$ cat config.mk
export PLATFORM = sky130hd
export DESIGN_NAME = imem_uart_loader
export DESIGN_NICKNAME = d
export VERILOG_FILES = /design/src/rtl/imem_uart_loader.sv
export SDC_FILE = /design/constraint.sdc
export NUM_CORES = 1
export LEC_CHECK = 0
export ABC_AREA = 1
export CORE_ASPECT_RATIO = 0.6
export CORE_UTILIZATION = 40
export DETAILED_ROUTE_END_ITERATION = 8
export PLACE_DENSITY = 0.62
export SKIP_LAST_GASP = 1
export SLEW_MARGIN = 0
export SYNTH_ARGS = -nofsm -noshare
export SYNTH_HDL_FRONTEND = slang
export SYNTH_SLANG_ARGS = --single-unit
$ cat constraint.sdc
create_clock -name clk -period 2.2 [get_ports clk]
set_input_delay 0.55 -clock clk [delete_from_list [all_inputs] [get_ports clk]]
set_output_delay 0.55 -clock clk [all_outputs]
set_load 0.01 [all_outputs]
$ cat src/rtl/imem_uart_loader.sv
// rtl/imem_uart_loader.sv - UART program loader driving the instruction-memory write port
module imem_uart_loader #(
  parameter int          CLKS_PER_BIT = 868,
  parameter logic [31:0] BASE_ADDR    = 32'h0000_0000,
  parameter int          MAX_WORDS    = 256
) (
  input  logic        clk,
  input  logic        rst,
  input  logic        rx,
  output logic        wr_en,
  output logic [31:0] wr_addr,
  output logic [31:0] wr_data,
  output logic        cpu_hold,
  output logic        load_done,
  output logic        load_err
);

  localparam int             CW      = $clog2(CLKS_PER_BIT);
  localparam logic [CW-1:0]  HALF_M1 = CW'(CLKS_PER_BIT / 2 - 1);
  localparam logic [CW-1:0]  FULL_M1 = CW'(CLKS_PER_BIT - 1);
  localparam logic [15:0]    MAX_N   = 16'(MAX_WORDS);

  typedef enum logic [1:0] {RX_IDLE, RX_START, RX_DATA, RX_STOP} rx_state_t;
  typedef enum logic [2:0] {IDLE, LEN0, LEN1, DATA, CSUM, DONE, ERR} fr_state_t;

  rx_state_t rx_state, rx_next;
  fr_state_t fr_state, fr_next;

  logic          rx_s1, rx_s2, rx_prev;
  logic [CW-1:0] rx_cnt;
  logic [2:0]    bit_cnt;
  logic [7:0]    rx_byte;
  logic          rx_tick;
  logic          byte_valid, frame_err;

  logic [7:0]    len_lo;
  logic [15:0]   len;
  logic [15:0]   len_rx;
  logic [15:0]   word_cnt;
  logic [1:0]    byte_idx;
  logic [7:0]    acc;

  // Two-flop synchronizer plus a delayed copy for start-edge detection
  always_ff @(posedge clk or negedge rst) begin
    if (!rst) begin
      rx_s1   <= 1'b1;
      rx_s2   <= 1'b1;
      rx_prev <= 1'b1;
    end else begin
      rx_s1   <= rx;
      rx_s2   <= rx_s1;
      rx_prev <= rx_s2;
    end
  end

  // Byte receiver state register
  always_ff @(posedge clk or negedge rst) begin
    if (!rst) rx_state <= RX_IDLE;
    else      rx_state <= rx_next;
  end

  // Byte receiver next state; the start bit is probed at mid-bit, later bits one bit period apart
  always_comb begin
    rx_next = rx_state;
    rx_tick = 1'b0;
    case (rx_state)
      RX_IDLE:  if (rx_prev && !rx_s2) rx_next = RX_START;
      RX_START: if (rx_cnt == HALF_M1) begin
                  rx_tick = 1'b1;
                  rx_next = rx_s2 ? RX_IDLE : RX_DATA;
                end
      RX_DATA:  if (rx_cnt == FULL_M1) begin
                  rx_tick = 1'b1;
                  if (bit_cnt == 3'd7) rx_next = RX_STOP;
                end
      RX_STOP:  if (rx_cnt == FULL_M1) begin
                  rx_tick = 1'b1;
                  rx_next = RX_IDLE;
                end
      default:  rx_next = RX_IDLE;
    endcase
  end

  // Byte receiver datapath: bit timer, LSB-first shift register, one-cycle result strobes
  always_ff @(posedge clk or negedge rst) begin
    if (!rst) begin
      rx_cnt     <= '0;
      bit_cnt    <= 3'd0;
      rx_byte    <= 8'h00;
      byte_valid <= 1'b0;
      frame_err  <= 1'b0;
    end else begin
      byte_valid <= 1'b0;
      frame_err  <= 1'b0;
      if (rx_state == RX_IDLE || rx_tick) rx_cnt <= '0;
      else                                rx_cnt <= rx_cnt + CW'(1);
      if (rx_state == RX_START) bit_cnt <= 3'd0;
      if (rx_state == RX_DATA && rx_tick) begin
        rx_byte <= {rx_s2, rx_byte[7:1]};
        bit_cnt <= bit_cnt + 3'd1;
      end
      if (rx_state == RX_STOP && rx_tick) begin
        byte_valid <= rx_s2;
        frame_err  <= !rx_s2;
      end
    end
  end

  assign len_rx = {rx_byte, len_lo};

  // Frame FSM state register
  always_ff @(posedge clk or negedge rst) begin
    if (!rst) fr_state <= IDLE;
    else      fr_state <= fr_next;
  end

  // Frame FSM next state; framing errors only matter once a frame has started
  always_comb begin
    fr_next = fr_state;
    case (fr_state)
      IDLE: if (byte_valid && rx_byte == 8'hA5) fr_next = LEN0;
      LEN0: if (frame_err) fr_next = ERR;
            else if (byte_valid) fr_next = LEN1;
      LEN1: if (frame_err) fr_next = ERR;
            else if (byte_valid) begin
              if (len_rx > MAX_N)       fr_next = ERR;
              else if (len_rx == 16'd0) fr_next = CSUM;
              else                      fr_next = DATA;
            end
      DATA: if (frame_err) fr_next = ERR;
            else if (byte_valid && byte_idx == 2'd3 && word_cnt == len - 16'd1) fr_next = CSUM;
      CSUM: if (frame_err) fr_next = ERR;
            else if (byte_valid) fr_next = (rx_byte == acc) ? DONE : ERR;
      DONE:    fr_next = IDLE;
      ERR:     fr_next = IDLE;
      default: fr_next = IDLE;
    endcase
  end

  // Frame datapath: length capture, checksum, word assembly, write strobe and status flags
  always_ff @(posedge clk or negedge rst) begin
    if (!rst) begin
      wr_en     <= 1'b0;
      wr_addr   <= 32'h0;
      wr_data   <= 32'h0;
      cpu_hold  <= 1'b0;
      load_done <= 1'b0;
      load_err  <= 1'b0;
      len_lo    <= 8'h00;
      len       <= 16'h0;
      word_cnt  <= 16'h0;
      byte_idx  <= 2'd0;
      acc       <= 8'h00;
    end else begin
      wr_en <= 1'b0;
      if (wr_en) wr_addr <= wr_addr + 32'd4;
      case (fr_state)
        IDLE: if (byte_valid && rx_byte == 8'hA5) begin
                cpu_hold  <= 1'b1;
                load_done <= 1'b0;
                load_err  <= 1'b0;
                acc       <= 8'h00;
                wr_addr   <= BASE_ADDR;
                word_cnt  <= 16'h0;
                byte_idx  <= 2'd0;
              end
        LEN0: if (byte_valid) begin
                len_lo <= rx_byte;
                acc    <= acc ^ rx_byte;
              end
        LEN1: if (byte_valid) begin
                len <= len_rx;
                acc <= acc ^ rx_byte;
              end
        DATA: if (byte_valid) begin
                acc      <= acc ^ rx_byte;
                wr_data  <= {rx_byte, wr_data[31:8]};
                byte_idx <= byte_idx + 2'd1;
                if (byte_idx == 2'd3) begin
                  wr_en    <= 1'b1;
                  word_cnt <= word_cnt + 16'd1;
                end
              end
        default: ;
      endcase
      if (fr_next == DONE) begin
        load_done <= 1'b1;
        cpu_hold  <= 1'b0;
      end
      if (fr_next == ERR) load_err <= 1'b1;
    end
  end

endmodule

==> results of run 1 <==
## registers in the layout, summed over array words and instances (netlist names), 3 cells and up
signal    count
word_cnt     16
len_lo        8
bit_cnt       3
wr_addr      30
fr_state      3
rx_cnt       10
rx_byte       8
wr_data      32
len          16
acc           8
## worst max path at each step
stage | start | to | slack (ns) | cells past startpoint
finish | wr_en$_DFF_PN0_ | wr_en | 0.14 | 1
global route | byte_idx[0]$_DFFE_PN0P_ | fr_state[0]$_DFF_PN0_ | -0.006 | 14
CTS | len[0]$_DFFE_PN0P_ | load_err$_DFFE_PN0P_ | 0.06 | 15
detailed placement | len[0]$_DFFE_PN0P_ | load_err$_DFFE_PN0P_ | 0.12 | 15
global placement | len[0]$_DFFE_PN0P_ | load_err$_DFFE_PN0P_ | 0.17 | 15
floorplan | wr_addr[2]$_DFF_PN0_ | wr_addr[28]$_DFF_PN0_ | 0.41 | 12
## per-stage QoR
stage,cell area (sq um),setup WS (ns),hold slack (ns)
2_1_floorplan,7430,0.413,0.254
3_3_place_gp,8480,0.175,0.347
3_5_place_dp,8480,0.120,0.347
4_1_cts,9020,0.0641,0.0791
5_1_grt,9060,-0.00648,0.0932
6_report,9060,0.141,0.0691
## final cells by class
cell class	instances	area, sq um
well taps	240	300
clock buffers	21	460
inverters	112	423
clock inverters	11	78.8
flip-flops and latches	147	3680
multi-input cells	641	3270
fillers	1681	9050
repair buffers	87	850
## kinds of logic after synthesis
logic type,share of synthesized area [%]
DFF,49.6
adders and majority gates,1.35
buffers and inverters,7.02
other,0.0505
xor gates and xnor gates,5.54
and+or+nand+nor,26.9
AOI/OAI and AO/OA,9.62
## power groups by stage
| stage | Clock [mW] | Sequential, mW | Combinational (mW) |
|---|---|---|---|
| after floorplan | 0 | 2.81 | 0.134 |
| after global placement | 0 | 2.82 | 0.236 |
| after detailed placement | 0 | 2.82 | 0.237 |
| after CTS | 2.71 | 2.77 | 0.239 |
| after global routing | 2.82 | 2.78 | 0.272 |
| final | 2.66 | 2.77 | 0.234 |
## metal layers
metal	share of wire [%]	track usage, %	up-vias
li1	-	-	3122
met1	57	35.4	2919
met2	36	25.0	194
met3	6.1	4.20	16
met4	0.94	5.43	0
met5	0	0	-
## synth_stat cells, drive strengths merged (2+ instances only)
master | number | area [sq um]
a211oi | 2 | 15.0
buf | 6 | 37.5
nor3 | 24 | 146
a211o | 2 | 17.5
dfrtp | 144 | 3600
o211ai | 4 | 30.0
clkbuf | 16 | 61.3
nor4 | 6 | 43.8
inv | 111 | 419
or2 | 3 | 18.8
nand4 | 19 | 125
nand2 | 246 | 938
nor2 | 111 | 454
nand3 | 41 | 210
a21oi | 20 | 100
xor2 | 36 | 315
xnor2 | 11 | 96.3
o31ai | 8 | 75.1
nand3b | 4 | 30.0
ha | 8 | 100
o21ai | 87 | 450
nor3b | 3 | 22.5
dfstp | 3 | 78.8
## timing repair
action / 4_1_cts / 5_1_grt
gates resized for setup: 0 / 11
setup endpoints to repair: 0 / 5
buffers inserted: 0 / 0
==> results.md, run 1 <==
- Routability cong.: 0.917
- Combinational share of power: 4.1%
- Cells after DPL: 1227
- Syn Inst Count: 921
- Tot Pwr: 5.66 mW
- Largest net degree at the start of global routing: 49
- Commonest non-fill, non-tap cell in the layout: nand2_1
- R2r worst-path depth: 12
- Worst path top cell family by delay: buffers and inverters
- Routed Antenna Nets: 0
- # DRC: 0
- First-pass GRT wire length: 30.5 mm
- Initial Util: 41.0%
- Yosys warnings: 0
- Switching share of power: 23.9%
- WP data required: 1.65 ns
- Worst-Margin Slew: 0.649 ns
- Port bufs: 68
- Fmax: 486 MHz
- Clock skew: 0.00696 ns
- PwrDens: 625 nW/um^2
- Clock power frac: 46.9%
- Ant. Diodes: 0
- TritonCTS clock tree: built
- Nets@finish: 1017
- Layout cells sized above 1: 9.72%
- Crit path cell chain: clkdlybuf4s50_1
- CP arrival: 1.51 ns
- Crit path launch type: flop
- Total GRT Usage: 20.8%
- Top Ports: 71
- Unique masters post-synth: 46
- EDFF count, synth: 0
- Die Ht: 108 um
- Crit path max-delay cell type: clkdlybuf4s50_1
- Drt wl/cell: 14.6 um
- Vias/cell: 4.97
- Clk pin slew, worst setup/hold paths: 0.06 ns
- Most frequent cells in the layout: nand2_1, dfrtp_1, inv_1
- R2r startpoint: wr_addr[2]$_DFF_PN0_
- Clk root buf: clkbuf_16
- Initial drt markers: 494
- Crit Path Max Fanout: 8
- DP HPWL: 13.6 mm
- Avg Inst Size Synth: 8.07 sq um
- Leakage power: 4.28 nW
- Number of global-route vias before repair: 5712
- Period Utilization, post-route: 93.6%
- Pins Over Slew Limit: 0
- R2R setup slack: 0.18 ns
- Final cell count without fillers: 1259
- Buffers & Inverters on Critical Path: 1
- Final setup violation count: 0
- Reg power frac: 48.9%
- Area growth, synth to finish: 22.0%
- CTS Buf Count: 17
- Status: completed
- R2r endpoint: wr_addr[28]$_DFF_PN0_
- CTS H-tree depth: 4
- Hold crit path type: input pin to asynchronous set/reset pin
- Grt ovf: 0
- Fin util: 50.0%
- Clock Path Buffers: 2
- Hold_buf cts: 0
- Drt pass-1 iters: 4
- Final min period: 2.06 ns
- Worst rel slew slack: 56.6%
- Register area share after synthesis: 49.6%
- Area of the mapped netlist: 7430 sq um
- Prevailing post-synth register cell: dfrtp_1
- Sw power: 1.35 mW
- Worst VDD drop: 0.502 mV
- Row Count: 38
- CP peak stage delay: 0.59 ns
- TritonCTS Sinks: 147
- Setup TNS: 0 ns
- Crit path kind: flop to output port
- Max-Cap Viols: 0
- Share of synthesized registers carrying an async set or reset: 100%
- DR vias: 6251
- Pint: 4.31 mW
- Post-Route WL: 18.4 mm
- Crit end category: output port
- Clk_lat worst skew: 0.42 ns
- CORE AREA: 18100 sq um
- Die footprint: 19100 sq um
- Hold Vio Cnt, Final: 0
- Synth Register Bits: 147
- Chip Width: 178 um
- Initial antenna violation count: 0
(Power assumes the default switching activity.)
==> run 2, diff against run 1 <==
--- a/config.mk
+++ b/config.mk
@@ -11,7 +11,7 @@
 export DETAILED_ROUTE_END_ITERATION = 8
 export PLACE_DENSITY = 0.62
 export SKIP_LAST_GASP = 1
-export SLEW_MARGIN = 0
+export SLEW_MARGIN = 20
 export SYNTH_ARGS = -nofsm -noshare
 export SYNTH_HDL_FRONTEND = slang
 export SYNTH_SLANG_ARGS = --single-unit
==> results of run 2 <==
Final layout, timing and power as in run 1 (identical DEF).
==> run 3, diff against run 2 <==
--- a/config.mk
+++ b/config.mk
@@ -9,7 +9,6 @@
 export CORE_ASPECT_RATIO = 0.6
 export CORE_UTILIZATION = 40
 export DETAILED_ROUTE_END_ITERATION = 8
-export PLACE_DENSITY = 0.62
 export SKIP_LAST_GASP = 1
 export SLEW_MARGIN = 20
 export SYNTH_ARGS = -nofsm -noshare
==> run 3 against run 2 <==
  * Cell area grew 1.5%
  * First-iteration DRC count grew 26%
  * Clock-buffer cell count fell by 1
  * Final cell count grew 0.16%
  * Routed wire length is 1.2% higher
  * Largest power group is now the clock network
  * Highest routed layer unchanged
==> results.md, run 3 (synthesized netlist as in run 1, its figures left out) <==
- Crit path launch type: flop
- Drt pass-1 iters: 5 (+1)
- R2r endpoint: load_err$_DFFE_PN0P_
- # DRC: 0 (unchanged)
- Crit path cell chain: clkdlybuf4s50_1
- Final cell count without fillers: 1261 (+0.16%)
- Clock skew: 0.0133 ns (+0.00633 ns)
- Hold crit path type: input pin to asynchronous set/reset pin
- Row Count: 38 (unchanged)
- R2r worst-path depth: 14 (+2)
- TritonCTS Sinks: 147 (unchanged)
- Biggest regs: wr_data (32), wr_addr (30)
- Drt wl/cell: 14.7 um (+1.0%)
- Initial antenna violation count: 0 (unchanged)
- Commonest non-fill, non-tap cell in the layout: nand2_1
- Layout cells sized above 1: 9.99% (+0.27 points)
- Grt ovf: 0 (unchanged)
- CP arrival: 1.52 ns (about the same)
- Post-Route WL: 18.6 mm (+1.2%)
- TritonCTS clock tree: built
- M3 GR Usage: 4.73% (+0.53 points)
- Total GRT Usage: 20.8% (about the same)
- Clock Path Buffers: 2 (unchanged)
- Period Utilization, post-route: 94.3% (+0.71 points)
- Buffers & Inverters on Critical Path: 1 (unchanged)
- Biggest register: wr_data
- DP HPWL: 13.3 mm (-1.8%)
- GR Layer Usage met2: 25.4% (+0.39 points)
- Tot Pwr: 6.12 mW (+8.1%)
- Clk root buf: clkbuf_16
- Cells after DPL: 1226 (-0.081%)
- CP peak stage delay: 0.62 ns (+0.03 ns)
- CTS Buf Count: 17 (unchanged)
- Final setup violation count: 0 (unchanged)
- Crit Path Max Fanout: 8 (unchanged)
- Crit path max-delay cell type: clkdlybuf4s50_1
- Global route hottest layer: met1
- Layout fillers: 1681 (unchanged)
- CORE AREA: 18100 sq um (unchanged)
- CTS H-tree depth: 4 (unchanged)
- Top Ports: 71 (unchanged)
- Ant. Diodes: 0 (unchanged)
- Setup TNS: 0 ns (unchanged)
- Die footprint: 19100 sq um (unchanged)
- Final min period: 2.07 ns (+0.0155 ns)
- Status: completed
- Crit path kind: flop to output port
- Pins Over Slew Limit: 0 (unchanged)
- WP data required: 1.65 ns (about the same)
- Clk pin slew, worst setup/hold paths: 0.06 ns (about the same)
- Fin util: 50.8% (+0.77 points)
- Number of global-route vias before repair: 5734 (+0.39%)
- Area growth, synth to finish: 23.9%
- PwrDens: 665 nW/um^2 (+6.5%)
- Max-Cap Viols: 0 (unchanged)
- Hold Vio Cnt, Final: 0 (unchanged)
- Chip Width: 178 um (unchanged)
- Most frequent cells in the layout: nand2_1, dfrtp_1, inv_1
- First-pass GRT wire length: 30.6 mm (+0.23%)
- Design area: 9200 sq um (+1.5%)
- Routability cong.: 0.887 (-3.3%)
- Max reg flops: 32 (unchanged)
- Initial drt markers: 622 (+26%)
- Worst rel slew slack: 59.8% (+3.3 points)
- Port bufs: 68 (unchanged)
- Largest net degree at the start of global routing: 55 (+12%)
- R2r startpoint: len[0]$_DFFE_PN0P_
- Crit end category: output port
- Hold_ws: 0.0895 ns (+0.0204 ns)
- DP Worst Slack: 0.0724 ns (-0.0477 ns)
- Clk_lat worst skew: 0.43 ns (about the same)
- R2R setup slack: 0.16 ns (-0.02 ns)
- Worst-Margin Slew: 0.602 ns (-0.0470 ns)
- Leakage power: 4.35 nW (+1.7%)
- Worst VDD drop: 0.529 mV (+5.2%)
- Nets@finish: 1019 (+0.20%)
- DP Area: 8490 sq um (about the same)
- Vias/cell: 4.98 (+0.27%)
- Setup WS post-layout: 0.126 ns (-0.0155 ns)
- Initial Util: 41.0% (unchanged)
- Die Ht: 108 um (unchanged)
- Routed Antenna Nets: 0 (unchanged)
- RSZ-0062 raised after global routing: yes
- GR Layer Usage met1: 34.5% (-0.94 points)
- DR vias: 6278 (+0.43%)
- Worst path top cell family by delay: buffers and inverters
- Fmax: 482 MHz (-0.75%)
run 3: cell count changes in the layout (fill, tap and decap cells not counted), sizes merged:
| cell | before | now |
|---|---|---|
| clkinvlp | 5 | 1 |
| clkbuf | 21 | 20 |
| clkinv | 5 | 6 |
| buf | 20 | 22 |
| bufinv | 0 | 4 |
run 3: cell type report:
class	count	area, sq um	area share [%]
Clock buffer	20	447	4.85
Clock inverter	12	178	1.93
Inverter	112	423	4.59
Multi-Input combinational cell	641	3290	35.8
Sequential cell	147	3680	40.0
Tap cell	240	300	3.26
Timing Repair Buffer	89	877	9.53
run 3: worst max-delay path by stage:
stage,startpoint,endpoint,cells past startpoint
global route,len[0]$_DFFE_PN0P_,load_err$_DFFE_PN0P_,14
finish,wr_en$_DFF_PN0_,wr_en,1
floorplan,wr_addr[2]$_DFF_PN0_,wr_addr[28]$_DFF_PN0_,12
detailed placement,len[0]$_DFFE_PN0P_,load_err$_DFFE_PN0P_,15
CTS,len[0]$_DFFE_PN0P_,load_err$_DFFE_PN0P_,15
global placement,len[0]$_DFFE_PN0P_,load_err$_DFFE_PN0P_,15
run 3: routing by layer:
layer  up-vias  part of all wire, %
li1       3133                    -
met1      2936                   55
met2       189                   38
met3        20                  6.8
met4         0                  1.0
met5         -                    0
run 3: timing repair:
action	CTS	global route
gates resized for setup	0	16
hold buffers	0	0
setup buffers	0	3
endpoints found under the setup margin	0	10
hold endpoints to repair	0	0
run 3: power breakdown:
group | switching, mW | internal [mW]
Sequential | 0.0301 | 2.74
Clock | 1.18 | 1.93
Combinational | 0.167 | 0.0702
